--- src/rtl/instr_register_pkg.sv ---
// Shared instruction-register types: opcode, operand and packed instruction word.
package instr_register_pkg;

  localparam int DEPTH = 32;

  typedef enum logic [3:0] {
    ZERO  = 4'd0,
    PASSA = 4'd1,
    PASSB = 4'd2,
    ADD   = 4'd3,
    SUB   = 4'd4,
    MULT  = 4'd5,
    DIV   = 4'd6,
    MOD   = 4'd7
  } opcode_t;

  typedef logic signed [31:0] operand_t;

  typedef struct packed {
    opcode_t  opc;
    operand_t op_a;
    operand_t op_b;
  } instruction_t;

endpackage

--- src/rtl/rr_arb2.sv ---
// Two-way round-robin arbiter; a tie goes to the requester not served last.
module rr_arb2 (
  input  logic       clk,
  input  logic       reset_en,
  input  logic       clr,
  input  logic [1:0] valid,
  input  logic       accept,
  output logic [1:0] grant
);

  logic       last_grant_r;
  logic [1:0] grant_s;

  // Winner selection from current requests and the last served requester
  always_comb begin
    grant_s = 2'b00;
    case (valid)
      2'b01:   grant_s = 2'b01;
      2'b10:   grant_s = 2'b10;
      2'b11:   grant_s = last_grant_r ? 2'b01 : 2'b10;
      default: grant_s = 2'b00;
    endcase
  end

  assign grant = reset_en ? grant_s : 2'b00;

  // Fairness state moves only when the granted push is actually accepted
  always_ff @(posedge clk or negedge reset_en) begin
    if (!reset_en) begin
      last_grant_r <= 1'b1;
    end else if (clr) begin
      last_grant_r <= 1'b1;
    end else if (accept) begin
      last_grant_r <= grant_s[1];
    end else begin
      last_grant_r <= last_grant_r;
    end
  end

endmodule

--- src/rtl/instr_register_ctrl.sv ---
// Sequencing controller: arbitrates two producers into the instruction register
// as a circular queue and drains it in order through a registered output stage.
module instr_register_ctrl
  import instr_register_pkg::*;
#(
  parameter int DEPTH = instr_register_pkg::DEPTH,
  parameter int IDX_W = $clog2(DEPTH)
) (
  input  logic               clk,
  input  logic               reset_en,
  input  logic               clr,
  input  logic               req0_valid,
  output logic               req0_ready,
  input  instruction_t       req0_instr,
  input  logic               req1_valid,
  output logic               req1_ready,
  input  instruction_t       req1_instr,
  output logic               rsp_valid,
  input  logic               rsp_ready,
  output instruction_t       rsp_instr,
  output logic               load_en,
  output logic [IDX_W-1:0]   write_index,
  output opcode_t            opcode,
  output operand_t           operand_a,
  output operand_t           operand_b,
  output logic [IDX_W-1:0]   read_index,
  input  instruction_t       instruction,
  output logic [IDX_W:0]     count,
  output logic               full,
  output logic               empty
);

  localparam logic [IDX_W:0]   DEPTH_C  = (IDX_W+1)'(DEPTH);
  localparam logic [IDX_W-1:0] LAST_IDX = IDX_W'(DEPTH-1);

  function automatic logic [IDX_W-1:0] ptr_next(input logic [IDX_W-1:0] ptr);
    if (ptr == LAST_IDX) begin
      return {IDX_W{1'b0}};
    end else begin
      return ptr + IDX_W'(1'b1);
    end
  endfunction

  logic [IDX_W-1:0] wr_ptr_r;
  logic [IDX_W-1:0] rd_ptr_r;
  logic [IDX_W:0]   count_r;
  logic             rsp_valid_r;
  instruction_t     rsp_instr_r;

  logic [1:0]       grant_s;
  logic             full_s;
  logic             empty_s;
  logic             push_s;
  logic             pop_s;
  instruction_t     win_instr_s;

  rr_arb2 u_arb (
    .clk      (clk),
    .reset_en (reset_en),
    .clr      (clr),
    .valid    ({req1_valid, req0_valid}),
    .accept   (push_s),
    .grant    (grant_s)
  );

  assign full_s  = (count_r == DEPTH_C);
  assign empty_s = (count_r == {(IDX_W+1){1'b0}});

  // Push decision and winner data; a full queue refuses even with a same-cycle pop
  always_comb begin
    push_s      = 1'b0;
    win_instr_s = '0;
    if (reset_en && !full_s && !clr) begin
      push_s = (grant_s[0] && req0_valid) || (grant_s[1] && req1_valid);
    end else begin
      push_s = 1'b0;
    end
    if (grant_s[1]) begin
      win_instr_s = req1_instr;
    end else begin
      win_instr_s = req0_instr;
    end
  end

  assign pop_s = reset_en && !empty_s && (!rsp_valid_r || rsp_ready) && !clr;

  assign req0_ready  = reset_en && grant_s[0] && !full_s && !clr;
  assign req1_ready  = reset_en && grant_s[1] && !full_s && !clr;
  assign load_en     = push_s;
  assign write_index = wr_ptr_r;
  assign read_index  = rd_ptr_r;
  assign opcode      = push_s ? win_instr_s.opc  : ZERO;
  assign operand_a   = push_s ? win_instr_s.op_a : 32'sd0;
  assign operand_b   = push_s ? win_instr_s.op_b : 32'sd0;
  assign rsp_valid   = rsp_valid_r;
  assign rsp_instr   = rsp_instr_r;
  assign count       = count_r;
  assign full        = full_s;
  assign empty       = empty_s;

  // Pointers, occupancy and output stage; flush leaves register contents alone
  always_ff @(posedge clk or negedge reset_en) begin
    if (!reset_en) begin
      wr_ptr_r    <= {IDX_W{1'b0}};
      rd_ptr_r    <= {IDX_W{1'b0}};
      count_r     <= {(IDX_W+1){1'b0}};
      rsp_valid_r <= 1'b0;
      rsp_instr_r <= '0;
    end else if (clr) begin
      wr_ptr_r    <= {IDX_W{1'b0}};
      rd_ptr_r    <= {IDX_W{1'b0}};
      count_r     <= {(IDX_W+1){1'b0}};
      rsp_valid_r <= 1'b0;
      rsp_instr_r <= rsp_instr_r;
    end else begin
      if (push_s) begin
        wr_ptr_r <= ptr_next(wr_ptr_r);
      end
      if (pop_s) begin
        rd_ptr_r    <= ptr_next(rd_ptr_r);
        rsp_instr_r <= instruction;
        rsp_valid_r <= 1'b1;
      end else if (rsp_valid_r && rsp_ready) begin
        rsp_valid_r <= 1'b0;
      end
      case ({push_s, pop_s})
        2'b10:   count_r <= count_r + (IDX_W+1)'(1'b1);
        2'b01:   count_r <= count_r - (IDX_W+1)'(1'b1);
        default: count_r <= count_r;
      endcase
    end
  end

endmodule

--- config.mk ---
export PLATFORM = sky130hd
export DESIGN_NAME = instr_register_ctrl
export DESIGN_NICKNAME = d
export VERILOG_FILES = /design/src/rtl/instr_register_pkg.sv /design/src/rtl/rr_arb2.sv /design/src/rtl/instr_register_ctrl.sv
export SDC_FILE = /design/constraint.sdc
export NUM_CORES = 1
export LEC_CHECK = 0
export ABC_AREA = 1
export BUFFER_PORTS_ARGS = -buffer_cell sky130_fd_sc_hd__buf_4
export CAP_MARGIN = 20
export CORE_AREA = 5 5 139 141
export CTS_CLUSTER_SIZE = 25
export DETAILED_ROUTE_END_ITERATION = 8
export DIE_AREA = 0 0 144 146
export PLACE_DENSITY = 0.6
export SETUP_SLACK_MARGIN = 0.4
export SYNTH_ARGS = -nofsm -noshare
export SYNTH_HDL_FRONTEND = slang
export SYNTH_SLANG_ARGS = --single-unit
export TNS_END_PERCENT = 100
--- constraint.sdc ---
create_clock -name clk -period 2.3 [get_ports clk]
set_input_delay 0.69 -clock clk [delete_from_list [all_inputs] [get_ports clk]]
set_output_delay 0.69 -clock clk [all_outputs]
set_load 0.01 [all_outputs]
; ---- After elaboration in Yosys (flattened, before gate mapping)
; Index checks and enable logic that the tools add are counted.
[classes]
n_addsub = 4
n_eq_ne = 8
muxes = 21
bitwise_logic = 1
n_reduce_logical = 26
[op_table]
columns = op, n
row1 = $mux W68, 1
row2 = $mux W32, 2
row3 = $mux W5, 6
row4 = $logic_and A1 B1 Y1, 14
row5 = $pmux W6 S2, 1
row6 = $add A5 B1 Y5 const B, 2
row7 = $eq A5 B5 Y1 const B, 2
row8 = $add A6 B1 Y6 const B, 1
row9 = $eq A2 B2 Y1 const B, 3
row10 = $eq A6 B6 Y1 const B, 1
row11 = $logic_not A6 Y1, 1
row12 = $mux W1, 6
row13 = $mux W6, 1
row14 = $pmux W2 S3, 1
row15 = $reduce_bool A3 Y1, 2
row16 = $sub A6 B1 Y6 const B, 1
row17 = $eq A2 B1 Y1 const B, 2
row18 = $logic_not A1 Y1, 4
row19 = $mux W2, 2
row20 = $mux W4, 1
row21 = $reduce_bool A2 Y1, 2
row22 = $logic_or A1 B1 Y1, 2
row23 = $reduce_and A2 Y1, 1
row24 = $not A1 Y1, 1
[word_totals]
reg_bits = 86
input_bits = 210
wordCells = 68

; ---- Depth between registers and ports, before layout
; Gate-level depths: netlist of the first run.
[logic_depth]
depth_word = 9
depth_mapped = 14
mapped_depth_nobuf = 14

; ---- Hierarchy
; Synthesis of the first run repeated with hierarchy kept, for this count alone.
[hier_totals]
cells_unflattened = 662
area_unflattened_um2 = 4672.0
[modules_own_cells]
columns = mod, instances, cells_each, area_per_inst_um2
row1 = instr_register_ctrl, 1, 650, 4600.7
row2 = rr_arb2, 1, 12, 71.3

; ---- Worst setup path after synthesis of the first run
; Ideal clock, no wire load.
[synth_timing]
path_kind = input to register
start = in rsp_ready
end = reg count_r[3], in the netlist count[3]
arrival_time_ns = 2.271
slack_ns = -0.088
path_stages = 11
n_path_buf = 0
cell_sequence = or2_1 -> nand3_1 -> nor2_1 -> nand2_2 -> inv_1 -> ha_1 -> a21oi_1 -> o21ai_0 -> or2_2 -> nand3_1 -> nand2_1
[synth_between]
elab_chain_cells = 6
word_cells_on_any_way = 8
[synth_rtl]
columns = item, line
row1 = from (decl), instr_register_ctrl.sv:19  ; input logic rsp_ready,
row2 = $logic_or A1 B1 Y1 (*), instr_register_ctrl.sv:85  ; assign pop_s = reset_en && !empty_s && (!rsp_valid_r || rsp_ready) && !clr;
row3 = $logic_and A1 B1 Y1 (*) (2 in a row), instr_register_ctrl.sv:85
row4 = $eq A2 B1 Y1 or $eq A2 B2 Y1 (tied branches), instr_register_ctrl.sv:126  ; case ({push_s, pop_s})
row5 = $pmux W6 S2, instr_register_ctrl.sv:126
row6 = $mux W6, instr_register_ctrl.sv:109  ; end else if (clr) begin
row7 = to (signal assigned), instr_register_ctrl.sv:112  ; count_r <= {(IDX_W+1){1'b0}};
row8 = to (signal assigned), instr_register_ctrl.sv:127  ; 2'b10: count_r <= count_r + (IDX_W+1)'(1'b1);
row9 = to (signal assigned), instr_register_ctrl.sv:128  ; 2'b01: count_r <= count_r - (IDX_W+1)'(1'b1);
row10 = to (decl), instr_register_ctrl.sv:46  ; logic [IDX_W:0] count_r;
; Mark *: on every way between the ends. The rest lies on a longest branch, timed or not.
; A chain may end at the register's enable or synchronous reset.

; ---- Worst setup path after layout of the first run
[layout_timing]
start = in req1_valid
end = out operand_b[19]
[layout_between]
elab_chain_cells = 7
word_cells_on_any_way = 11
[layout_rtl]
columns = item, line
row1 = from (decl), instr_register_ctrl.sv:15  ; input logic req1_valid,
row2 = $eq A2 B2 Y1 or $eq A2 B1 Y1 (tied branches), rr_arb2.sv:17  ; case (valid)
row3 = $pmux W2 S3, rr_arb2.sv:17
row4 = $mux W2, rr_arb2.sv:25  ; assign grant = reset_en ? grant_s : 2'b00;
row5 = $logic_and A1 B1 Y1, instr_register_ctrl.sv:74  ; push_s = (grant_s[0] && req0_valid) || (grant_s[1] && req1_valid);
row6 = $logic_or A1 B1 Y1, instr_register_ctrl.sv:74
row7 = $mux W1, instr_register_ctrl.sv:73  ; if (reset_en && !full_s && !clr) begin
row8 = $mux W32 (*), instr_register_ctrl.sv:94  ; assign operand_b = push_s ? win_instr_s.op_b : 32'sd0;
row9 = to (decl), instr_register_ctrl.sv:25  ; output operand_t operand_b,
; Marked as above.

==> results.py, run 1 <==
metrics = {
    "worst_setup_path": {
        "crit_path_frequent_cell": "sky130_fd_sc_hd__buf_12",
        "critPathKind": "in2out",
        "cpMaxStageDelayCell": "sky130_fd_sc_hd__clkbuf_16",
        "worst_setup_path_end_kind": "output port",
        "ff2ff_setup_slack_ns": 0.06,
        "max_stage_delay_ns": 0.16,
        "worst_r2r_endpoint": "count[5]",
        "timing.critical_path.cells": "buf_8 -> inv_8 -> a21oi_4 -> inv_2 -> nor2_4 -> buf_12 -> buf_12 -> clkbuf_16 -> nand2_4 -> a21oi_2 -> buf_4",
        "critical-path-top-delay-family": "buffers and inverters",
        "timing.critical_path.depth": 11,
        "crit_fanout": 5,
        "critical_path_arrival_ns": 1.85,
        "r2r_cells": 15,
        "worst_setup_path_start_kind": "input port",
        "r2r_start": "count[1]",
        "crit_buf_inv": 7,
        "cp_data_required_time_ns": 1.61,
    },
    "hold_path": {
        "hold_path_end": "rsp_instr[48]",
        "worstHoldPathCells": 2,
        "worstHoldStart": "rsp_instr[48]",
        "hold_path_class": "reg2reg",
    },
    "grt": {
        "first_global_vias": 6044,
        "antenna_found_initial": 2,
        "grt_start_max_net_pins": 72,
        "grt_pass1_wl_um": 33300,
        "grt_util_all_layers": 0.204,
        "grt_remaining_overflow": 0,
    },
    "yosys": {
        "synth-main-ff-cell": "sky130_fd_sc_hd__dfrtp_1",
        "synth-edff-count": 0,
        "yosysSeqAreaShare": 0.459,
        "postSynthNetCount": 872,
        "synth-async-reset-ratio": 1.00,
        "post_synth_num_cell_types": 34,
        "ys_seq_elements": 86,
        "synth_warnings": 0,
        "synthCells": 653,
        "syn-cell-area_um2": 4690,
        "synthesized_area_per_cell_um2": 7.18,
    },
    "cts": {
        "cts_tree": "built",
        "cts_hold_repair.buffers": 0,
        "cts_buffer_depth": 2,
        "worst_setup_hold_path_clk_slew_ns": 0.06,
        "cts_max_level": 3,
        "clock_tree.root_cell": "sky130_fd_sc_hd__clkbuf_16",
        "clock_sink_count": 86,
        "clk-insertion-delay-late_ns": 0.33,
        "cts_made_buffers": 9,
    },
    "layout": {
        "final_net_count": 1287,
        "area_growth_syn_to_layout_pct": 106,
        "layout.cells.most_common": "sky130_fd_sc_hd__buf_4",
        "layout_common_cells": "sky130_fd_sc_hd__buf_4, sky130_fd_sc_hd__nand2_1, sky130_fd_sc_hd__dfrtp_1",
        "post_layout_nonfiller_instances": 1303,
        "final_layout_size_suffix_gt1_frac": 0.576,
        "layout.core_utilization": 0.543,
        "nFillCells": 1643,
    },
    "floorplan": {
        "placement_rows": 49,
        "dieHeight_um": 146,
        "initial_core_util": 0.263,
        "io-pin-count": 368,
        "die_x_um": 144,
        "die_area_um2": 21000,
        "design.core.area_um2": 17800,
    },
    "sta": {
        "grt_setup_unrepaired": "yes",
        "timing.final.crit_period_ns": 2.54,
        "max_freq_mhz": 393,
        "slew_headroom": 0.597,
        "final-max-slew-violation-count": 0,
        "hold_violations": 0,
        "final.setup.worst_slack_ns": -0.243,
        "tightestPinTransition_ns": 0.604,
        "timing.setup.tns_ns": -12.72,
        "worst_clock_skew_ns": 0.00739,
        "min_period_over_period": 1.11,
        "timing.final.setup_violations": 69,
    },
    "power": {
        "share_comb_of_total_power": 0.543,
        "cell_internal_pwr_mw": 5.38,
        "pleak_nw": 5.13,
        "p_sw_mw": 3.41,
        "power.share.clock": 0.168,
        "seq_power_share": 0.289,
        "power.share.switching": 0.388,
        "power.total_mw": 8.79,
        "vdd.ir_drop.worst_mv": 0.645,
        "areal_power_density_over_the_cells_nw_per_um2": 908,
    },
    "place": {
        "port_buffers": 367,
        "hpwlAfterDp_um": 17000,
        "dp.cells": 1247,
        "place.gp.congestion": 0.911,
        "worst_setup_slack_before_clock_tree_synthesis_ns": -0.252,
    },
    "run_status": {
        "violations": "negative setup slack",
        "status": "complete, but fails checks",
    },
    "routing": {
        "routed_via_density": 4.53,
        "via_count": 5905,
        "antenna_nets_post_route": 0,
        "wirelength_um": 22900,
        "drt_pre_antenna_iters": 5,
        "drt-wirelength-per-cell_um": 17.6,
        "first_drt_iteration_drcs": 189,
        "post-route-drc-count": 0,
    },
    "flow_run": {
        "cap_violations": 0,
    },
}
==> through the flow <==
stage	hold WS [ns]	area, um^2
finish	0.478	9680
global route	0.493	9680
CTS	0.484	9420
detailed placement	0.466	8340
global placement	0.464	8340
floorplan	0.394	5190
==> timing repair <==
action | 4_1_cts | 5_1_grt
setup endpoints to repair | 79 | 121
gates cloned | 9 | 3
setup buffers | 23 | 4
pin swaps | 31 | 14
resized for setup | 96 | 38
==> power by group through the flow <==
stage / clock network (mW) / logic [mW] / registers (mW)
4_1_cts: 1.52 / 4.71 / 2.55
3_5_place_dp: 0 / 4.30 / 2.52
3_3_place_gp: 0 / 4.21 / 2.53
2_1_floorplan: 0 / 1.77 / 2.85
6_report: 1.48 / 4.77 / 2.54
5_1_grt: 1.58 / 5.22 / 2.63
==> Yosys cell counts, types with 2 or more instances <==
| library cell | number | share of area |
|---|---|---|
| sky130_fd_sc_hd__o21ai_0 | 2 | 0.0021 |
| sky130_fd_sc_hd__a22o_1 | 2 | 0.0037 |
| sky130_fd_sc_hd__nor2_1 | 14 | 0.011 |
| sky130_fd_sc_hd__inv_2 | 5 | 0.0040 |
| sky130_fd_sc_hd__dfrtp_1 | 85 | 0.45 |
| sky130_fd_sc_hd__buf_2 | 14 | 0.015 |
| sky130_fd_sc_hd__a21oi_1 | 75 | 0.080 |
| sky130_fd_sc_hd__ha_1 | 8 | 0.021 |
| sky130_fd_sc_hd__nand3_1 | 13 | 0.014 |
| sky130_fd_sc_hd__nor2_4 | 2 | 0.0048 |
| sky130_fd_sc_hd__nand2_4 | 2 | 0.0048 |
| sky130_fd_sc_hd__nand2_2 | 2 | 0.0027 |
| sky130_fd_sc_hd__buf_6 | 4 | 0.0096 |
| sky130_fd_sc_hd__nand2_1 | 371 | 0.30 |
| sky130_fd_sc_hd__nand3_2 | 2 | 0.0043 |
| sky130_fd_sc_hd__xor2_1 | 3 | 0.0056 |
| sky130_fd_sc_hd__nor3_1 | 2 | 0.0021 |
| sky130_fd_sc_hd__o21ai_1 | 3 | 0.0032 |
| sky130_fd_sc_hd__inv_1 | 12 | 0.0096 |
| sky130_fd_sc_hd__clkbuf_1 | 10 | 0.0080 |
| sky130_fd_sc_hd__buf_4 | 9 | 0.014 |
==> sequential cells by signal, indices dropped and copies added, names as in the netlist <==
name                count
u_arb.last_grant_r      1
count                   6
write_index             5
read_index              5
rsp_valid               1
rsp_instr              68
==> worst max path at each step <==
stage | from | to | slack (ns)
3_3_place_gp | req1_valid | opcode[3] | -0.25
4_1_cts | u_arb.last_grant_r | operand_b[13] | -0.24
3_5_place_dp | req1_valid | opcode[1] | -0.25
2_1_floorplan | req1_valid | operand_b[11] | 0.09
6_report | req1_valid | operand_b[19] | -0.24
5_1_grt | req1_valid | operand_b[12] | -0.31
==> cell families (layout without fill, tap and decap cells) <==
family | count (synthesis) | in the layout | synth area share
compound gates | 86 | 86 | 0.0955
other cells | 0 | 1 | 0
fa+ha+maj | 9 | 9 | 0.0256
buf+inv | 54 | 474 | 0.0606
xor+xnor | 4 | 4 | 0.00747
flops | 86 | 86 | 0.459
simple gates | 414 | 414 | 0.351
==> tightest hold or removal path: stages, from the launching register on <==
cell and delay, ns:
sky130_fd_sc_hd__dfrtp_1 0.34, sky130_fd_sc_hd__nand2_1 0.06, sky130_fd_sc_hd__nand2_1 0.05
==> cell type report <==
cell class / instances / area [um^2] / share of cell area
antenna: 1 / 2.50 / 0.000259
clock buffer: 10 / 229 / 0.0237
clock inverter: 6 / 68.8 / 0.00711
inverter: 17 / 103 / 0.0106
multi-input combinational: 513 / 3000 / 0.310
sequential: 86 / 2150 / 0.222
tap: 229 / 287 / 0.0296
timing repair buffer: 441 / 3840 / 0.396
==> layer usage <==
metal	wire, um	part of all wire	vias up	global-route usage
met2	12200	0.53	260	0.378
met3	2070	0.090	44	0.0634
met5	13	0.00057	-	0
met1	8060	0.35	2718	0.214
met4	640	0.028	2	0.0720
li1	-	-	2881	-
Power figures use the tool's default switching activity.
==> run 2, diff against run 1 <==
--- a/config.mk
+++ b/config.mk
@@ -8,11 +8,12 @@
 export ABC_AREA = 1
 export BUFFER_PORTS_ARGS = -buffer_cell sky130_fd_sc_hd__buf_4
 export CAP_MARGIN = 20
-export CORE_AREA = 5 5 139 141
+export CORE_AREA = 5 5 140 142
+export CTS_CLUSTER_DIAMETER = 80
 export CTS_CLUSTER_SIZE = 25
 export DETAILED_ROUTE_END_ITERATION = 8
-export DIE_AREA = 0 0 144 146
-export PLACE_DENSITY = 0.6
+export DIE_AREA = 0 0 145 147
+export PLACE_DENSITY = 0.58
 export SETUP_SLACK_MARGIN = 0.4
 export SYNTH_ARGS = -nofsm -noshare
 export SYNTH_HDL_FRONTEND = slang
==> constraint.sdc (replaced) <==
create_clock -name clk -period 2.7 [get_ports clk]
set_input_delay 0.81 -clock clk [delete_from_list [all_inputs] [get_ports clk]]
set_output_delay 0.81 -clock clk [all_outputs]
set_load 0.01 [all_outputs]
==> run 2 against run 1 <==
The run still ends with negative setup slack left. Critical path depth did not move. Final cell count shrank 1.1%. Sequential cell count unchanged. Combinational power fell by 23%. Design area shrank 1.8%. Largest cell class unchanged. Core utilization fell by 2.4 points.
==> results.py, run 2 (same netlist as run 1, synthesis figures left out) <==
metrics = {
    "run_status": {
        "status": "complete, but fails checks",
        "violations": "negative setup slack",
    },
    "power": {
        "power.total_mw": 7.13,
        "areal_power_density_over_the_cells_nw_per_um2": 750,
        "pleak_nw": 5.03,
        "vdd.ir_drop.worst_mv": 0.498,
    },
    "worst_setup_path": {
        "cpMaxStageDelayCell": "sky130_fd_sc_hd__buf_6",
        "max_stage_delay_ns": 0.15,
        "cp_data_required_time_ns": 1.89,
        "r2r_start": "count[4]",
        "ff2ff_setup_slack_ns": 0.34,
        "timing.critical_path.cells": "buf_8 -> inv_8 -> a21oi_4 -> inv_2 -> nor2_4 -> buf_6 -> buf_12 -> clkbuf_16 -> nand2_2 -> a21oi_2 -> buf_4",
        "critical_path_arrival_ns": 2.01,
        "worst_r2r_endpoint": "count[4]",
        "critPathKind": "in2out",
        "critical-path-top-delay-family": "buffers and inverters",
        "worst_setup_path_start_kind": "input port",
        "crit_buf_inv": 7,
        "r2r_cells": 15,
        "worst_setup_path_end_kind": "output port",
        "crit_fanout": 4,
    },
    "grt": {
        "grt_pass1_wl_um": 34200,
        "grt_util_all_layers": 0.201,
        "first_global_vias": 5880,
        "antenna_found_initial": 4,
        "grt_remaining_overflow": 0,
        "grt_start_max_net_pins": 79,
    },
    "floorplan": {
        "design.core.area_um2": 18300,
        "dieHeight_um": 147,
        "die_x_um": 145,
        "die_area_um2": 21300,
        "initial_core_util": 0.256,
        "io-pin-count": 368,
        "placement_rows": 50,
    },
    "routing": {
        "drt-wirelength-per-cell_um": 17.4,
        "routed_via_density": 4.51,
        "via_count": 5807,
        "drt_pre_antenna_iters": 4,
        "first_drt_iteration_drcs": 119,
        "post-route-drc-count": 0,
        "antenna_nets_post_route": 0,
        "wirelength_um": 22500,
    },
    "sta": {
        "tightestPinTransition_ns": 0.504,
        "final-max-slew-violation-count": 0,
        "hold_violations": 0,
        "worst_hold_check_slack_ns": 0.416,
        "timing.final.crit_period_ns": 2.82,
        "min_period_over_period": 1.05,
        "worst_clock_skew_ns": 0.00656,
        "slew_headroom": 0.664,
        "final.setup.worst_slack_ns": -0.125,
        "grt_setup_unrepaired": "yes",
        "max_freq_mhz": 354,
        "timing.final.setup_violations": 68,
        "timing.setup.tns_ns": -4.65,
    },
    "cts": {
        "clock_sink_count": 86,
        "cts_tree": "built",
        "cts_max_level": 3,
        "cts_made_buffers": 9,
        "clock_tree.root_cell": "sky130_fd_sc_hd__clkbuf_16",
        "clk-insertion-delay-late_ns": 0.33,
        "cts_hold_repair.buffers": 0,
        "cts_buffer_depth": 2,
        "worst_setup_hold_path_clk_slew_ns": 0.07,
    },
    "place": {
        "placed_cell_area_um2": 8250,
        "worst_setup_slack_before_clock_tree_synthesis_ns": -0.122,
        "port_buffers": 367,
        "hpwlAfterDp_um": 16700,
        "place.gp.congestion": 0.859,
    },
    "layout": {
        "regArea_um2": 2160,
        "nFillCells": 1765,
        "final_net_count": 1266,
        "layout.cells.most_common": "sky130_fd_sc_hd__buf_4",
        "layout_common_cells": "sky130_fd_sc_hd__buf_4, sky130_fd_sc_hd__nand2_1, sky130_fd_sc_hd__dfrtp_1",
        "final_layout_size_suffix_gt1_frac": 0.577,
        "area_growth_syn_to_layout_pct": 103,
        "postLayoutCellArea_um2": 9510,
        "largest_reg_flops": 68,
        "multi_input_area_um2": 2990,
    },
    "flow_run": {
        "cap_violations": 0,
    },
    "hold_path": {
        "hold_path_class": "in2async",
    },
}
==> run 2: through the flow <==
stage / std cells / util
2_1_floorplan: 653 / -
3_3_place_gp: 1241 / 0.450
3_5_place_dp: 1241 / 0.450
4_1_cts: 1279 / 0.507
5_1_grt: 1289 / 0.519
6_report: 1289 / 0.519
==> run 2: cell type report <==
cell class / instances / share of cell area
tap: 234 / 0.0308
clock inverter: 6 / 0.00724
timing repair buffer: 420 / 0.386
sequential: 86 / 0.227
clock buffer: 10 / 0.0241
multi-input combinational: 513 / 0.315
antenna: 3 / 0.000790
inverter: 17 / 0.00961
==> run 2: how the worst max path moves through the flow <==
stage | from | endpoint | slack [ns] | depth (start not counted)
after floorplan | req1_valid | operand_b[11] | 0.25 | 8
after global placement | req1_valid | operand_b[24] | -0.11 | 9
after detailed placement | req1_valid | operand_b[24] | -0.12 | 9
after CTS | req1_valid | operand_a[4] | -0.10 | 11
after global routing | req1_valid | operand_a[3] | -0.20 | 11
final | req1_valid | operand_b[28] | -0.12 | 11
==> run 2: what timing repair did <==
item                       CTS  global route
setup buffers               11             4
pin swaps                   12            10
gates cloned                11             2
setup endpoints to repair   73            76
gates resized for setup     97            26
==> run 2: routing by layer <==
metal / routed length [um] / GRT usage / share of wire
met5: 20 / 0 / 0.00089
met4: 539 / 0.0584 / 0.024
met3: 1600 / 0.0574 / 0.071
met2: 11700 / 0.360 / 0.52
met1: 8660 / 0.233 / 0.39
==> run 2: worst reg2reg max path, stage by stage, from the launching register on <==
cell,delay (ns)
sky130_fd_sc_hd__dfrtp_1,0.49
sky130_fd_sc_hd__nor2_2,0.10
sky130_fd_sc_hd__nand3_4,0.10
sky130_fd_sc_hd__nand3b_4,0.11
sky130_fd_sc_hd__buf_12,0.16
sky130_fd_sc_hd__buf_12,0.12
sky130_fd_sc_hd__buf_8,0.12
sky130_fd_sc_hd__nand2_8,0.07
sky130_fd_sc_hd__clkinv_8,0.07
sky130_fd_sc_hd__buf_6,0.12
sky130_fd_sc_hd__fa_2,0.36
sky130_fd_sc_hd__nand3_2,0.08
sky130_fd_sc_hd__nand2_2,0.06
sky130_fd_sc_hd__xnor2_2,0.11
sky130_fd_sc_hd__a21oi_1,0.05
sky130_fd_sc_hd__a21o_1,0.15
==> run 2: power by group <==
part	switching (mW)	internal [mW]	leakage, nW
Combinational	1.89	1.76	3.80
Sequential	0.368	1.84	1.09
Clock	0.544	0.725	0.143
